==> src/rtl/dhrutv_arb_pkg.sv <==
// dhrutv_arb_pkg: shared types for the instruction-memory port arbiter.
package dhrutv_arb_pkg;
  typedef enum logic {SRC_IF = 1'b0, SRC_LS = 1'b1} src_e;
  typedef struct packed {
    src_e src;
    logic discard;
  } entry_t;
endpackage

==> src/rtl/arb_src_fifo.sv <==
// arb_src_fifo: in-order queue of accepted-request sources with bulk discard of Fetch entries.
module arb_src_fifo
  import dhrutv_arb_pkg::*;
#(
  parameter int DEPTH = 2
) (
  input  logic   clk,
  input  logic   rst_n,
  input  logic   i_push,
  input  entry_t i_entry,
  input  logic   i_pop,
  input  logic   i_flush_if,
  output logic   o_full,
  output logic   o_empty,
  output entry_t o_head
);
  localparam int PW = DEPTH > 1 ? $clog2(DEPTH) : 1;
  localparam int CW = $clog2(DEPTH + 1);
  entry_t r_mem [DEPTH];
  logic [PW-1:0] r_wp, r_rp;
  logic [CW-1:0] r_cnt;
  logic w_push, w_pop;
  function automatic logic [PW-1:0] f_inc(input logic [PW-1:0] p);
    return (p == PW'(DEPTH - 1)) ? '0 : p + 1'b1;
  endfunction
  assign o_full = r_cnt == CW'(DEPTH);
  assign o_empty = r_cnt == '0;
  assign w_push = i_push && !o_full;
  assign w_pop = i_pop && !o_empty;
  // A flush also discards the head being read out in the same cycle
  always_comb begin
    o_head = r_mem[r_rp];
    o_head.discard = o_head.discard || (i_flush_if && o_head.src == SRC_IF);
  end
  always_ff @(posedge clk) begin
    if (!rst_n) begin
      r_mem <= '{default: entry_t'('0)};
      r_wp <= '0;
      r_rp <= '0;
      r_cnt <= '0;
    end else begin
      for (int k = 0; k < DEPTH; k++)
        if (i_flush_if && r_mem[k].src == SRC_IF) r_mem[k].discard <= 1'b1;
      if (w_push) r_mem[r_wp] <= i_entry;
      if (w_push) r_wp <= f_inc(r_wp);
      if (w_pop) r_rp <= f_inc(r_rp);
      r_cnt <= r_cnt + CW'(w_push) - CW'(w_pop);
    end
  end
endmodule

==> src/rtl/imem_port_arbiter.sv <==
// imem_port_arbiter: shares one ROM request/response port between Fetch and a load requester.
// Define DHRUTV_ARB_RR_EN for round-robin arbitration; otherwise LSU has fixed priority over IF.
module imem_port_arbiter
  import dhrutv_arb_pkg::*;
#(
  parameter int ADDR_W = 32,
  parameter int DATA_W = 32,
  parameter int OUTSTANDING = 2
) (
  input  logic              clk,
  input  logic              rst_n,
  input  logic [ADDR_W-1:0] i_if_addr,
  input  logic              i_if_vld,
  output logic              o_if_rdy,
  input  logic              i_if_flush,
  output logic [DATA_W-1:0] o_if_data,
  output logic              o_if_data_vld,
  input  logic              i_if_data_rdy,
  input  logic [ADDR_W-1:0] i_ls_addr,
  input  logic              i_ls_vld,
  output logic              o_ls_rdy,
  output logic [DATA_W-1:0] o_ls_data,
  output logic              o_ls_data_vld,
  input  logic              i_ls_data_rdy,
  output logic [ADDR_W-1:0] o_mem_addr,
  output logic              o_mem_vld,
  input  logic              i_mem_rdy,
  input  logic [DATA_W-1:0] i_mem_data,
  input  logic              i_mem_data_vld,
  output logic              o_mem_data_rdy
);
  logic w_full, w_empty, w_if_req, w_ls_req, w_lock_if, w_lock_ls, w_pri_ls;
  logic w_gnt_if, w_gnt_ls, w_acc, w_pop, w_dst_ls, w_fwd;
  entry_t w_head, w_push_entry;
  logic r_lock;
  src_e r_lock_src;
  logic [ADDR_W-1:0] r_lock_addr;
  assign w_if_req = i_if_vld && !i_if_flush && !w_full;
  assign w_ls_req = i_ls_vld && !w_full;
  // A flush drops a stalled Fetch grant so the LSU can take the port
  assign w_lock_if = r_lock && r_lock_src == SRC_IF && !i_if_flush;
  assign w_lock_ls = r_lock && r_lock_src == SRC_LS;
`ifdef DHRUTV_ARB_RR_EN
  src_e r_last;
  assign w_pri_ls = r_last == SRC_IF;
  always_ff @(posedge clk) begin
    if (!rst_n) r_last <= SRC_LS;
    else if (w_acc) r_last <= w_gnt_ls ? SRC_LS : SRC_IF;
  end
`else
  assign w_pri_ls = 1'b1;
`endif
  assign w_gnt_ls = w_ls_req && !w_lock_if && (w_lock_ls || !w_if_req || w_pri_ls);
  assign w_gnt_if = w_if_req && !w_lock_ls && !w_gnt_ls;
  assign o_mem_vld = w_gnt_if || w_gnt_ls;
  assign o_mem_addr = !o_mem_vld ? '0 : (w_lock_if || w_lock_ls) ? r_lock_addr :
                      w_gnt_ls ? i_ls_addr : i_if_addr;
  assign w_acc = o_mem_vld && i_mem_rdy;
  assign o_if_rdy = w_acc && w_gnt_if;
  assign o_ls_rdy = w_acc && w_gnt_ls;
  assign w_push_entry = '{src: w_gnt_ls ? SRC_LS : SRC_IF, discard: 1'b0};
  always_ff @(posedge clk) begin
    if (!rst_n) begin
      r_lock <= 1'b0;
      r_lock_src <= SRC_IF;
      r_lock_addr <= '0;
    end else begin
      r_lock <= o_mem_vld && !i_mem_rdy;
      r_lock_src <= w_gnt_ls ? SRC_LS : SRC_IF;
      r_lock_addr <= o_mem_addr;
    end
  end
  assign w_dst_ls = w_head.src == SRC_LS;
  assign o_mem_data_rdy = !w_empty && (w_head.discard || (w_dst_ls ? i_ls_data_rdy : i_if_data_rdy));
  assign w_fwd = !w_empty && !w_head.discard && i_mem_data_vld;
  assign o_if_data_vld = w_fwd && !w_dst_ls;
  assign o_ls_data_vld = w_fwd && w_dst_ls;
  assign o_if_data = o_if_data_vld ? i_mem_data : '0;
  assign o_ls_data = o_ls_data_vld ? i_mem_data : '0;
  assign w_pop = i_mem_data_vld && o_mem_data_rdy;
  arb_src_fifo #(.DEPTH(OUTSTANDING)) u_fifo (
    .clk       (clk),
    .rst_n     (rst_n),
    .i_push    (w_acc),
    .i_entry   (w_push_entry),
    .i_pop     (w_pop),
    .i_flush_if(i_if_flush),
    .o_full    (w_full),
    .o_empty   (w_empty),
    .o_head    (w_head)
  );
endmodule

==> config.mk <==
export PLATFORM = sky130hd
export DESIGN_NAME = imem_port_arbiter
export DESIGN_NICKNAME = d
export VERILOG_FILES = /design/src/rtl/dhrutv_arb_pkg.sv /design/src/rtl/arb_src_fifo.sv /design/src/rtl/imem_port_arbiter.sv
export SDC_FILE = /design/constraint.sdc
export NUM_CORES = 1
export LEC_CHECK = 0
export ABC_CLOCK_PERIOD_IN_PS = 2700
export BUFFER_PORTS_ARGS = -buffer_cell sky130_fd_sc_hd__buf_4
export CORE_UTILIZATION = 36
export CTS_CLUSTER_DIAMETER = 200
export DETAILED_ROUTE_END_ITERATION = 8
export PLACE_DENSITY = 0.77
export SYNTH_ARGS = -nofsm -noshare
export SYNTH_HDL_FRONTEND = slang
export SYNTH_HIERARCHICAL = 1
export SYNTH_SLANG_ARGS = --single-unit
export TNS_END_PERCENT = 1
==> constraint.sdc <==
create_clock -name clk -period 2.7 [get_ports clk]
set_input_delay 0.27 -clock clk [delete_from_list [all_inputs] [get_ports clk]]
set_output_delay 0.27 -clock clk [all_outputs]
set_load 0.05 [all_outputs]
-- Word-level counts from Yosys, hierarchy flattened
Cells that the tools add are included.
- $add $sub $neg: 4
- multiply operators: 0
- div/mod/pow operators: 0
- $lt $le $gt $ge: 3
- equality and inequality tests: 1
- shifts and indexed selects: 0
- mux-type cells: 20
- bitwise logic cells: 6
- reduce and logical (&&, ||, !) cells: 39
- operators by type and width (kind ; count):
    $mux W32 ; 5
    $logic_and A1 B1 Y1 ; 25
    $logic_not A1 Y1 ; 9
    $mux W1 ; 8
    $mux W2 ; 4
    $bwmux W4 ; 1
    $ge A2 B2 Y1 const B ; 2
    $logic_or A1 B1 Y1 ; 4
    $not A1 Y1 ; 4
    $not A1 Y2 ; 2
    $mux W3 ; 1
    $add A1 B1 Y1 const B ; 2
    $add A2 B1 Y2 ; 1
    $demux W2 S1 ; 1
    $eq A2 B2 Y1 const B ; 1
    $logic_not A2 Y1 ; 1
    $lt A2 B1 Y1 const B ; 1
    $sub A2 B1 Y2 ; 1
- register bits after elaboration: 42
- latch bits: 0
- bits in writable memories: 0
- bits in read-only memories: 0
- bits of input ports: 105
- logic and storage cells: 83
- memories kept: 0

-- Longest topological paths before layout
- depth after elaboration: 12
- gate-level depth with buffers: 13
- depth with buffers taken out: 13

-- By module
Netlist, hierarchy kept.
- modules (own cells, without submodules) (module ; instances ; cells an instance ; area each (um2)):
    imem_port_arbiter ; 1 ; 274 ; 2283.4
    arb_src_fifo ; 1 ; 49 ; 419.2

-- Worst setup path after synthesis
OpenSTA, ideal clock, no wires.
- path kind: register -> register
- from: reg u_fifo.r_rp
- to: reg u_fifo.r_cnt[1]
- library setup time: 0.122 ns
- arrival time: 2.636 ns
- data required time: 2.578 ns
- path slack: -0.058 ns
- stages on the path, launching flop included: 14
- path buffers: 0
- period minus slack after synthesis: 2.758 ns
- cell sequence: dfxtp_1 -> nand2_1 -> o21ai_0 -> o21ai_0 -> a211oi_1 -> nor2_1 -> and2_1 -> o21a_2 -> ha_1 -> inv_1 -> ha_1 -> xor2_1 -> and2_1 -> nor3_1
- RTL lines (what ; line ; RTL):
    from (decl) ; arb_src_fifo.sv:20 ; logic [PW-1:0] r_wp, r_rp;
    from (signal assigned) ; arb_src_fifo.sv:46 ; if (w_pop) r_rp <= f_inc(r_rp);
    to (signal assigned) ; arb_src_fifo.sv:47 ; r_cnt <= r_cnt + CW'(w_push) - CW'(w_pop);
    to (decl) ; arb_src_fifo.sv:21 ; logic [CW-1:0] r_cnt;

-- Worst setup path after layout
- from: reg u_fifo.r_cnt[1]
- to: out o_mem_addr[13]
- longest elaborated chain between the ends: 8
- ends and longest elaborated chain (what ; line ; RTL):
    $eq A2 B2 Y1 (*) ; arb_src_fifo.sv:26 ; assign o_full = r_cnt == CW'(DEPTH);
    via w_full ; imem_port_arbiter.sv:32 ; logic w_full, w_empty, w_if_req, w_ls_req, w_lock_if, w_lock_ls, w_pri_ls;
    $logic_not A1 Y1 (*) ; imem_port_arbiter.sv:38, imem_port_arbiter.sv:39 ;
    $logic_and A1 B1 Y1 ; imem_port_arbiter.sv:39 ; assign w_ls_req = i_ls_vld && !w_full;
    $logic_and A1 B1 Y1 ; imem_port_arbiter.sv:53 ; assign w_gnt_ls = w_ls_req && !w_lock_if && (w_lock_ls || !w_if_req || w_pri_ls);
    $logic_not A1 Y1 ; imem_port_arbiter.sv:54 ; assign w_gnt_if = w_if_req && !w_lock_ls && !w_gnt_ls;
    $logic_and A1 B1 Y1 ; imem_port_arbiter.sv:54 ;
    $logic_or A1 B1 Y1 ; imem_port_arbiter.sv:55 ; assign o_mem_vld = w_gnt_if || w_gnt_ls;
    $mux W32 (*) ; imem_port_arbiter.sv:56 ; assign o_mem_addr = !o_mem_vld ? '0 : (w_lock_if || w_lock_ls) ? r_lock_addr :
    to (decl) ; imem_port_arbiter.sv:25 ; output logic [ADDR_W-1:0] o_mem_addr,
The timed path passes the listed nets; every way through them passes the cells marked *.

==> flow_summary.json <==
{
  "status": "finished, final reports clean",
  "irDropWorstVdd_mv": 0.2475,
  "yosysWarnings": 6,
  "antenna_found_initial": 0,
  "yosys.area_share.simple_pct": 30.93,
  "cts_sinks": 42,
  "placed_area_mm2": 0.004330,
  "synth-edff-count": 0,
  "synth_compound_area_share_pct": 4.491,
  "slew_headroom_pct": 64.64,
  "period_share_pct": 89.69,
  "cts_root_buf": "clkbuf_8",
  "drv_cap": 0,
  "post-place-cells": 613,
  "h-tree-depth": 2,
  "avgSynthCellArea_um2": 8.367,
  "slew_violations": 0,
  "timing.hold.ws_ns": 0.1483,
  "nNetsFinal": 628,
  "track_usage_pct": 20.05,
  "slowest_stage": "dfxtp_1",
  "clk_path_buf_depth": 2,
  "powerDensity_mw_per_mm2": 513.6,
  "arrival_ns": 2.15,
  "cts_tree": "yes",
  "start_util_pct": 37.26,
  "end_kind": "primary output",
  "drive_gt1_share_pct": 50.19,
  "ys_types": 35,
  "wl_per_cell_um": 13.21,
  "setup_viol": 0,
  "start_kind": "flip-flop",
  "synth_most_common_cell": "nor2_1",
  "routed_via_density": 4.539,
  "worstPathMaxFanout": 33,
  "diodes": 0,
  "rsz0062_at_grt": "false",
  "path_class": "flip-flop to primary output",
  "synth_xor_area_share_pct": 0.6481,
  "cts_hold_buffers": 0,
  "area_delta_synth_final_pct": 64.58,
  "die_w_um": 88.65,
  "cts.clk_slew.worst_paths_ns": 0.08,
  "tns_ns": 0,
  "coreArea_mm2": 0.007253,
  "timing.critical_path.buf_inv": 3,
  "n_fill_cell": 605,
  "p_clk_share_pct": 21.3,
  "wirelength_mm": 8.204,
  "post_cts_buffers": 0,
  "synth_area_mm2": 0.002703,
  "synth_top_family_by_area": "simple AND/OR/NAND/NOR gates",
  "grt_pass1_wl_mm": 11.96,
  "dp_hpwl_mm": 6.693,
  "drc": 0,
  "ys_seq_area_share_pct": 31.11,
  "synth_area_leaders": "dfxtp_1 31%, and2_1 16%, mux2_2 14%, mux2i_1 12%, nor2_1 9.9%",
  "port_buffers": 206,
  "synth_top_area_share_pct": 31.11,
  "finalHoldViolations": 0,
  "ant_nets": 0,
  "die_y_um": 88.65,
  "grt_start_max_net_pins": 34,
  "synth-seq-cells": 42,
  "critPathTopFamily": "multiplexers",
  "clk_latency_ns": 0.29,
  "fmax_mhz": 412.9,
  "row_count": 31,
  "grt_pass1_vias": 2607,
  "initialDrtViolationCount": 38,
  "wl_met3_um": 672,
  "syn_inst": 323,
  "pre_cts_ws_ns": 0.03191,
  "grt_overflow": 0,
  "internal_power_mw": 1.370,
  "dr.pass1.iters": 4,
  "top_layer_used": "met4",
  "instances_no_fill": 621,
  "synthAdderAreaFrac_pct": 0.9259,
  "fin_skew_ns": 0.004435,
  "ys_async_sr_fraction_pct": 0,
  "yosys_most_used_dff": "dfxtp_1",
  "fin_util_pct": 61.32,
  "setup_ws_ns": 0.2784,
  "period_minus_slack_ns": 2.422,
  "yosysTopAreaCell": "dfxtp_1",
  "crit_path_max_incr_delay_ns": 0.44,
  "min_path_type": "input pin to flip-flop",
  "synth_common_cells": "71 x nor2_1, 69 x and2_1, 42 x dfxtp_1, 33 x mux2_2, 33 x mux2i_1",
  "io_pins": 207,
  "p_leak_nw": 2.414,
  "stdcell_area_mm2": 0.004448,
  "finalPower_mw": 2.284,
  "switching_power_mw": 0.9140,
  "gp_congestion": 0.8563,
  "cp_data_required_time_ns": 2.43,
  "dieArea_mm2": 0.007858,
  "switching_share_pct": 40.01,
  "crit_chain": "nand2b_4 -> inv_4 -> nand2b_1 -> buf_12 -> mux2_2 -> mux2i_1 -> nor2_1 -> buf_4",
  "met1_length_mm": 3.000,
  "seq_power_share_pct": 31.1,
  "combPwrFrac_pct": 47.6,
  "rrSetupSlack_ns": 0.31,
  "synthMuxAreaShare_pct": 25.97,
  "wl_met2_mm": 4.431,
  "worst_pin_slew_ns": 0.5303,
  "num_vias": 2819,
  "numCtsBuffers": 5
}
==> cell type report <==
type | instances | area [um2] | share of cell area [%]
clock buffer | 6 | 72.57 | 1.632
clock inverter | 2 | 37.54 | 0.8439
inverter | 10 | 40.04 | 0.9001
timing repair buffer | 211 | 1597 | 35.89
tap | 99 | 123.9 | 2.785
sequential | 42 | 840.8 | 18.90
multi-input combinational | 251 | 1737 | 39.04
==> power by group through the flow <==
stage | clock (mW) | sequential [mW] | combinational (mW)
after detailed placement | 0 | 0.724 | 1.09
after CTS | 0.507 | 0.709 | 1.10
after floorplan | 0 | 0.715 | 0.746
after global placement | 0 | 0.720 | 1.08
after global routing | 0.530 | 0.716 | 1.16
final | 0.487 | 0.710 | 1.09
==> state kept, by name, indices dropped and copies added, names as in the netlist <==
signal / flops
r_lock_src: 1
r_lock: 1
u_fifo/r_mem: 4
r_lock_addr: 32
u_fifo/r_cnt: 2
u_fifo/r_rp: 1
u_fifo/r_wp: 1
==> worst reg2reg max path, delay by kind of cell (launching register included) <==
kind / cells / cell delay, ns
adder cells (fa/ha/maj): 2 / 0.45
AND/OR/NAND/NOR: 4 / 0.48
buffers and inverters: 2 / 0.10
AO/OA/AOI/OAI: 4 / 0.81
flip-flops: 1 / 0.34
XOR/XNOR: 1 / 0.15
==> routing by layer <==
| metal | global-route usage (%) | vias up |
|---|---|---|
| li1 | - | 1447 |
| met1 | 19.22 | 1223 |
| met2 | 41.05 | 139 |
| met3 | 5.504 | 10 |
| met4 | 5.572 | 0 |
| met5 | 0 | - |
==> worst paths after layout <==
path / startpoint / endpoint / cells after the start
worst max-delay path: u_fifo/r_cnt[1] / o_mem_addr[13] / 8
worst min-delay path: i_mem_rdy / r_lock / 2
worst max register to register: u_fifo/r_mem[3] / u_fifo/r_cnt[1] / 13
worst min register to register: r_lock_addr[1] / r_lock_addr[1] / 2
==> repair_timing <==
item,CTS,global route
hold endpoints to repair,0,0
setup endpoints to repair,32,1
pin swaps,0,0
gates resized for setup,2,1
==> layout by cell type, fill, tap and decap left out, types with 2 or more instances in the layout <==
master / count
ha_1: 2
clkbuf_8: 5
and2_1: 69
mux2_2: 33
conb_1: 2
nand2b_1: 2
inv_1: 9
buf_4: 210
mux2i_1: 33
dfxtp_1: 42
nor2b_1: 3
nor2_1: 70
a21oi_1: 6
o21ai_0: 4
nand2_1: 5
nor3_1: 3
==> kinds of logic (layout without fill, tap and decap cells) <==
kind of cell,Yosys count,after routing
flip-flops,42,42
multiplexers,66,66
AND/OR/NAND/NOR,161,161
other,1,2
XOR/XNOR,2,2
buffers and inverters,31,229
adder cells (fa/ha/maj),2,2
AO/OA/AOI/OAI,18,18
Note: power is estimated with default switching activity, not from simulation.
